**src/rtl/alu_pkg.sv**
```systemverilog
// Shared ALU definitions: default data width, opcode type and shifter modes.
// Used by the RTL and by the testbench so both agree on the opcode map.
package alu_pkg;

    localparam int ALU_WIDTH = 16;

    typedef enum logic [4:0] {
        OP_ADD   = 5'h00,
        OP_SUB   = 5'h01,
        OP_AND   = 5'h02,
        OP_OR    = 5'h03,
        OP_XOR   = 5'h04,
        OP_NOT   = 5'h05,
        OP_NEG   = 5'h06,
        OP_SHL   = 5'h07,
        OP_SHR   = 5'h08,
        OP_SRA   = 5'h09,
        OP_SLT   = 5'h0A,
        OP_SLTU  = 5'h0B,
        OP_MUL   = 5'h0C,
        OP_PASSX = 5'h0D,
        OP_PASSY = 5'h0E
    } alu_op_e;

    // Shifter mode encoding; the remaining code passes the value through.
    localparam logic [1:0] SH_LEFT  = 2'd0;
    localparam logic [1:0] SH_RIGHT = 2'd1;
    localparam logic [1:0] SH_ARITH = 2'd2;

endpackage

```
**src/rtl/alu_shifter.sv**
```systemverilog
// Combinational barrel shifter: logical left, logical right, arithmetic right.
// Mode codes come from alu_pkg; an unused mode passes the value through.
module alu_shifter
    import alu_pkg::*;
#(
    parameter int WIDTH   = ALU_WIDTH,
    parameter int SHAMT_W = $clog2(WIDTH)
) (
    input  logic [WIDTH-1:0]   value,
    input  logic [SHAMT_W-1:0] amount,
    input  logic [1:0]         mode,
    output logic [WIDTH-1:0]   shifted
);

    // Select the shift flavour; arithmetic right replicates the sign bit.
    always_comb begin
        shifted = value;
        case (mode)
            SH_LEFT:  shifted = value << amount;
            SH_RIGHT: shifted = value >> amount;
            SH_ARITH: shifted = WIDTH'($signed(value) >>> amount);
            default:  shifted = value;
        endcase
    end

endmodule

```
**src/rtl/alu.sv**
```systemverilog
// Single-cycle-latency ALU with a registered result.
// Optional multiplier enabled by defining macro ALU_MUL_EN; without it
// opcode MUL behaves like an unused code and returns zero.
module alu
    import alu_pkg::*;
#(
    parameter int WIDTH = ALU_WIDTH
) (
    output logic [WIDTH-1:0] z,
    input  logic [4:0]       ALUop,
    input  logic [WIDTH-1:0] X,
    input  logic [WIDTH-1:0] Y,
    input  logic             clk,
    input  logic             reset
);

    localparam int SHAMT_W = $clog2(WIDTH);

    logic [WIDTH-1:0] z_d;
    logic [WIDTH-1:0] z_q;
    logic [WIDTH-1:0] shift_out_s;
    logic [1:0]       shift_mode_s;

    // Map the shift opcodes onto the shifter mode; other opcodes ignore its output.
    always_comb begin
        shift_mode_s = SH_LEFT;
        case (ALUop)
            OP_SHR:  shift_mode_s = SH_RIGHT;
            OP_SRA:  shift_mode_s = SH_ARITH;
            default: shift_mode_s = SH_LEFT;
        endcase
    end

    alu_shifter #(
        .WIDTH   (WIDTH),
        .SHAMT_W (SHAMT_W)
    ) u_shifter (
        .value   (X),
        .amount  (Y[SHAMT_W-1:0]),
        .mode    (shift_mode_s),
        .shifted (shift_out_s)
    );

    // Result selection: one case on the opcode, wrapping arithmetic, zero for unused codes.
    always_comb begin
        z_d = {WIDTH{1'b0}};
        case (ALUop)
            OP_ADD:   z_d = X + Y;
            OP_SUB:   z_d = X - Y;
            OP_AND:   z_d = X & Y;
            OP_OR:    z_d = X | Y;
            OP_XOR:   z_d = X ^ Y;
            OP_NOT:   z_d = ~X;
            OP_NEG:   z_d = {WIDTH{1'b0}} - X;
            OP_SHL:   z_d = shift_out_s;
            OP_SHR:   z_d = shift_out_s;
            OP_SRA:   z_d = shift_out_s;
            OP_SLT:   z_d = {{(WIDTH-1){1'b0}}, ($signed(X) < $signed(Y))};
            OP_SLTU:  z_d = {{(WIDTH-1){1'b0}}, (X < Y)};
`ifdef ALU_MUL_EN
            OP_MUL:   z_d = X * Y;
`endif
            OP_PASSX: z_d = X;
            OP_PASSY: z_d = Y;
            default:  z_d = {WIDTH{1'b0}};
        endcase
    end

    // Result register; reset clears it and discards whatever was in flight.
    always_ff @(posedge clk) begin
        if (reset) begin
            z_q <= {WIDTH{1'b0}};
        end else begin
            z_q <= z_d;
        end
    end

    assign z = z_q;

endmodule

```
**config.mk**
```make
export PLATFORM = sky130hd
export DESIGN_NAME = alu
export DESIGN_NICKNAME = d
export VERILOG_FILES = /design/src/rtl/alu_pkg.sv /design/src/rtl/alu_shifter.sv /design/src/rtl/alu.sv
export SDC_FILE = /design/constraint.sdc
export NUM_CORES = 1
export LEC_CHECK = 0
export BUFFER_PORTS_ARGS = -buffer_cell sky130_fd_sc_hd__buf_2
export CAP_MARGIN = 20
export CORE_MARGIN = 4
export CORE_UTILIZATION = 40
export CTS_BUF_LIST = sky130_fd_sc_hd__clkbuf_2 sky130_fd_sc_hd__clkbuf_4 sky130_fd_sc_hd__clkbuf_8
export DETAILED_ROUTE_END_ITERATION = 12
export PLACE_DENSITY = 0.71
export SETUP_SLACK_MARGIN = 0.3
export SLEW_MARGIN = 25
export SYNTH_ARGS = -nofsm -noshare
export SYNTH_HDL_FRONTEND = slang
export SYNTH_SLANG_ARGS = --single-unit
```
**constraint.sdc**
```tcl
create_clock -name clk -period 3.3 [get_ports clk]
set_clock_uncertainty 0.2 [all_clocks]
set_input_delay 0.66 -clock clk [delete_from_list [all_inputs] [get_ports clk]]
set_output_delay 0.66 -clock clk [all_outputs]
set_load 0.005 [all_outputs]
```
==> results.sh, run 1 <==
export IMPL_outcome="finished clean"
export IMPL_cts_buffer_depth=2
export IMPL_grt_pass1_wl_um=31400
export IMPL_die_area_mm2=0.0149
export IMPL_area_growth_pct=19.6
export IMPL_holdPathStages=4
export IMPL_placed_cell_area_mm2=0.00597
export IMPL_netlist_area_leader_share=0.130
export IMPL_core_mm2=0.0127
export IMPL_routedWlPerCell_um=21.4
export IMPL_slew_violations=0
export IMPL_dr_pass1_iters=7
export IMPL_synth_warnings=0
export IMPL_min_delay_start="reset"
export IMPL_p_leak_nw=2.57
export IMPL_timing_hold_ws_ns=0.729
export IMPL_grt_remaining_overflow=0
export IMPL_start_kind="input port"
export IMPL_grt_pass1_vias=5618
export IMPL_largest_reg_flops=16
export IMPL_power_density_mw_per_mm2=197
export IMPL_yosys_area_share_xor_xnor=0.0488
export IMPL_io_pins=55
export IMPL_h_tree_depth=1
export IMPL_io_buffers=54
export IMPL_hold_buffers=0
export IMPL_layout_setup_ws_ns=0.284
export IMPL_cp_startpoint="Y[1]"
export IMPL_clkSlewWorstSetupHoldPaths_ns=0.07
export IMPL_hp_class="in -> reg"
export IMPL_async_flop_share=0
export IMPL_antenna_found_initial=1
export IMPL_worst_pin_slew_ns=0.877
export IMPL_end_kind="flip-flop"
export IMPL_ys_ff_latch=16
export IMPL_path_max_fanout=5
export IMPL_start_util=0.411
export IMPL_muxShareOfSynthArea=0.142
export IMPL_gr_usage_all_layers=0.266
export IMPL_cts_tree="done"
export IMPL_wirelength_um=20300
export IMPL_criticalPathCategory="in -> reg"
export IMPL_synth_largest_area_cell="ha_1"
export IMPL_synth_top_family_by_area="compound AO/OA/AOI/OAI gates"
export IMPL_yosys_area_share_simple=0.200
export IMPL_fin_nets=872
export IMPL_hold_viol_final=0
export IMPL_grt_max_degree=52
export IMPL_clock_sinks=16
export IMPL_syn_nets=806
export IMPL_maxCapViolCount=0
export IMPL_setup_viol=0
export IMPL_drc=0
export IMPL_synth_fa_ha_area_frac=0.138
export IMPL_avgViaCountPerCell=6.40
export IMPL_multi_input_area_mm2=0.00460
export IMPL_peakVddDrop_mv=0.151
export IMPL_ys_flop_type="dfxtp_1"
export IMPL_hold_end="z[14]"
export IMPL_fin_area_mm2=0.00623
export IMPL_finalCriticalPeriod_ns=3.02
export IMPL_nFillCells=1269
export IMPL_seq_area_frac_synth=0.0615
export IMPL_drt_iter0_drc=798
export IMPL_die_height_um=122
export IMPL_regArea_um2=320
export IMPL_dp_hpwl_um=15800
export IMPL_drive_above_1_share=0.242
export IMPL_synth_edf_count=0
export IMPL_fmax_mhz=332
export IMPL_cts_buffers=3
export IMPL_rows=41
export IMPL_synth_compound_area_share=0.321
export IMPL_relSlewSlack=0.400
export IMPL_die_w_um=122
export IMPL_vias=6070
export IMPL_avgSynthCellArea_um2=7.32
export IMPL_rsz0062_at_grt="yes"
export IMPL_syn_area_mm2=0.00520
export IMPL_dp_slack_ns=-0.193
export IMPL_ys_top_cells_by_count="a21oi_1 (59), nand2_1 (55), nor2_1 (55)"
export IMPL_synth_cell_type_count=77
export IMPL_ant_nets=0
export IMPL_syn_inst=711
export IMPL_post_route_period_util=0.914
export IMPL_cts_root_buffer="clkbuf_8"
export IMPL_fin_setup_tns_ns=0
export IMPL_synth_area_leaders="ha_1 (13%), mux4_2 (6.9%), dfxtp_1 (6.2%)"
export IMPL_cp_arrival_ns=2.93
export IMPL_cp_required_ns=3.21
export IMPL_gp_congestion=1.08
export IMPL_synth_most_common_cell="a21oi_1"
[cell type report]
cell class,count,share of cell area
diodes,1,0.000402
clock buffers,4,0.00884
inverters,49,0.0319
multi-input cells,585,0.739
flip-flops and latches,16,0.0514
well taps,172,0.0346
repair buffers,122,0.134
[worst max-delay path, cell delays in order]
cell,delay (ns)
buf_8,0.09
buf_12,0.10
clkinv_8,0.06
ha_4,0.25
o21ba_4,0.20
a2111o_1,0.49
a2111oi_4,0.36
buf_4,0.21
nor2b_1,0.06
xnor2_1,0.12
a22oi_1,0.20
a31oi_1,0.13
[worst max-delay path by stage]
stage,slack [ns],to
4_1_cts,0.24,z[0]
2_1_floorplan,0.18,z[11]
3_5_place_dp,-0.19,z[0]
3_3_place_gp,-0.15,z[0]
5_1_grt,0.19,z[14]
6_report,0.28,z[9]
[where the power goes]
| group | internal, W | leakage [nW] | switching, W |
|---|---|---|---|
| Sequential | 0.000202 | 0.130 | 0.00000247 |
| Combinational | 0.000353 | 2.41 | 0.000496 |
| Clock | 0.000106 | 0.0288 | 0.0000681 |
[layout by cell type, fill, tap and decap left out, types with 5 or more instances in the layout]
cell | Yosys | routed
buf_4 | 3 | 65
a21oi_1 | 59 | 59
nand2_1 | 55 | 55
nor2_1 | 55 | 55
buf_2 | 30 | 51
ha_1 | 54 | 49
inv_1 | 45 | 42
mux2i_1 | 32 | 32
o21ai_0 | 32 | 32
xnor2_1 | 29 | 29
a31oi_1 | 20 | 20
nor3_1 | 19 | 17
nand3_1 | 17 | 17
mux4_2 | 16 | 16
dfxtp_1 | 16 | 16
nand2b_1 | 14 | 14
o211ai_1 | 14 | 14
a22oi_1 | 12 | 12
nor2b_1 | 8 | 8
a211oi_1 | 8 | 8
a211o_1 | 7 | 7
nand4_1 | 6 | 6
o2111ai_1 | 7 | 6
o31ai_1 | 5 | 5
mux2_2 | 5 | 5
nor3b_1 | 5 | 5
or3_1 | 5 | 5
o21ai_1 | 6 | 5
a221oi_1 | 6 | 5
[per-layer routing]
metal  global-route usage  wire length [µm]  vias to the layer above
met5                    0                 0                        -
met4               0.0854               830                        0
met3               0.0306              1950                       60
met2                0.426              8990                      395
met1                0.373              8580                     2823
li1                     -                 -                     2792
[logic make-up (layout without fill, tap and decap cells)]
group | after synthesis | in the layout
buf+inv | 110 | 175
fa+ha+maj | 56 | 56
mux | 53 | 53
other cells | 0 | 1
flops | 16 | 16
simple gates | 210 | 210
compound gates | 237 | 237
xor+xnor | 29 | 29
[metrics by stage]
step                cells  power [W]   util
finish                949    0.00123  0.491
global route          949    0.00130  0.491
CTS                   945    0.00118  0.479
detailed placement    941   0.000993  0.471
global placement      941   0.000992  0.471
floorplan             711   0.000747      -
[timing repair]
action	4_1_cts	5_1_grt
gates resized for setup	7	29
buffers inserted	0	3
cloned	0	0
pin swaps	4	12
endpoints found under the setup margin	5	11
Note: power is estimated with default switching activity, not from simulation.
==> inputs of run 2 (changes only) <==
CORE_UTILIZATION = 30   (was 40)
PLACE_DENSITY = 0.57   (was 0.71)
clock period = 3.8 ns   (was 3.3 ns; I/O delays follow)
==> run 2 against run 1 <==
- utilization fell by 14 points
- wire length rose by 4.2%
- first-iteration DRC count shrank 2.9%
- die area increased by 31%
- combinational power fell by 19%
- critical path depth decreased by 1
- clock-buffer cell count is the same
==> results.sh, run 2 (synthesis gave the netlist of run 1 again) <==
export IMPL_hold_buffers=0
export IMPL_regArea_um2=320
export IMPL_die_area_mm2=0.0195
export IMPL_dp_hpwl_um=16600
export IMPL_worst_pin_slew_ns=0.606
export IMPL_rows=47
export IMPL_power_density_mw_per_mm2=175
export IMPL_nFillCells=1841
export IMPL_antennaDiodeCount=0
export IMPL_peakVddDrop_mv=0.0999
export IMPL_dr_pass1_iters=5
export IMPL_relSlewSlack=0.586
export IMPL_routedWlPerCell_um=21.7
export IMPL_numPlacedInstances=972
export IMPL_multi_input_area_mm2=0.00446
export IMPL_ant_nets=0
export IMPL_grt_pass1_wl_um=32700
export IMPL_path_max_fanout=3
export IMPL_hold_viol_final=0
export IMPL_slew_violations=0
export IMPL_drc=0
export IMPL_antenna_found_initial=0
export IMPL_setup_viol=0
export IMPL_start_util=0.309
export IMPL_cts_buffer_depth=2
export IMPL_hp_class="in -> reg"
export IMPL_cp_required_ns=3.74
export IMPL_clock_sinks=16
export IMPL_cts_root_buffer="clkbuf_8"
export IMPL_layout_common_cells="a21oi_1 (59), nand2_1 (55), nor2_1 (55)"
export IMPL_cp_arrival_ns=3.28
export IMPL_drive_above_1_share=0.200
export IMPL_core_mm2=0.0168
export IMPL_io_pins=55
export IMPL_wirelength_um=21200
export IMPL_die_height_um=140
export IMPL_die_w_um=140
export IMPL_end_kind="flip-flop"
export IMPL_rsz0062_at_grt="no"
export IMPL_outcome="finished clean"
export IMPL_cts_tree="done"
export IMPL_start_kind="input port"
export IMPL_holdPathStages=3
export IMPL_gr_usage_all_layers=0.209
export IMPL_io_buffers=54
export IMPL_gp_congestion=0.948
export IMPL_grt_max_degree=52
export IMPL_grt_pass1_vias=5425
export IMPL_finalCriticalPeriod_ns=3.34
export IMPL_post_route_period_util=0.878
export IMPL_fmax_mhz=300
export IMPL_h_tree_depth=1
export IMPL_avgViaCountPerCell=6.13
export IMPL_grt_remaining_overflow=0
export IMPL_criticalPathCategory="in -> reg"
export IMPL_final_common_cell="a21oi_1"
export IMPL_fin_setup_tns_ns=0
export IMPL_largest_reg_flops=16
export IMPL_clkSlewWorstSetupHoldPaths_ns=0.07
export IMPL_cts_buffers=3
export IMPL_maxCapViolCount=0
export IMPL_vias=5979
export IMPL_finalNonFillerCells=976
export IMPL_p_leak_nw=2.45
export IMPL_drt_iter0_drc=775
export IMPL_fin_nets=852
export IMPL_area_growth_pct=14.5
[run 2: worst max-delay path, cell delays in order]
cell and delay, ns:
buf_2 0.09, inv_1 0.05, ha_1 0.22, fa_1 0.44, o21bai_2 0.22, o2111ai_2 0.18, a2111oi_4 0.44, o22ai_1 0.21
o31a_1 0.32, o311ai_1 0.24, a21oi_1 0.10
[run 2: stage by stage]
stage	setup WS, ns	area [µm²]	power [W]	hold slack (ns)	util
final	0.462	5960	0.00104	0.760	0.354
after global placement	0.131	5880	0.000845	0.936	0.350
after CTS	0.409	5940	0.00103	0.753	0.353
after floorplan	0.314	5210	0.000640	0.844	-
after detailed placement	0.151	5880	0.000844	0.940	0.350
after global routing	0.320	5960	0.00111	0.796	0.354
[run 2: power by group]
part	internal (W)	switching, W	leakage (nW)
combinational	0.000269	0.000418	2.29
sequential	0.000175	0.00000220	0.130
clock	0.0000930	0.0000867	0.0288
total	0.000537	0.000507	2.45
[run 2: path summary, 6_finish.rpt]
| check | from | to | slack (ns) |
|---|---|---|---|
| hold / removal | reset | z[14] | 0.76 |
| setup / recovery | X[0] | z[0] | 0.46 |
[run 2: final cells by class]
type / count / area share
Timing Repair Buffer: 102 / 0.112
Multi-Input combinational cell: 585 / 0.748
Tap cell: 220 / 0.0462
Sequential cell: 16 / 0.0537
Inverter: 49 / 0.0309
Clock buffer: 4 / 0.00924
[run 2: per-layer routing]
layer	up-vias	GRT usage	wire, µm
met4	0	0.0643	729
met3	42	0.0350	2190
met5	-	0	0
li1	2743	-	-
met1	2803	0.304	9140
met2	391	0.316	9140
[run 2: what timing repair did]
action,CTS,global route
buffers inserted,0,0
resized for setup,0,4
endpoints found under the setup margin,0,2
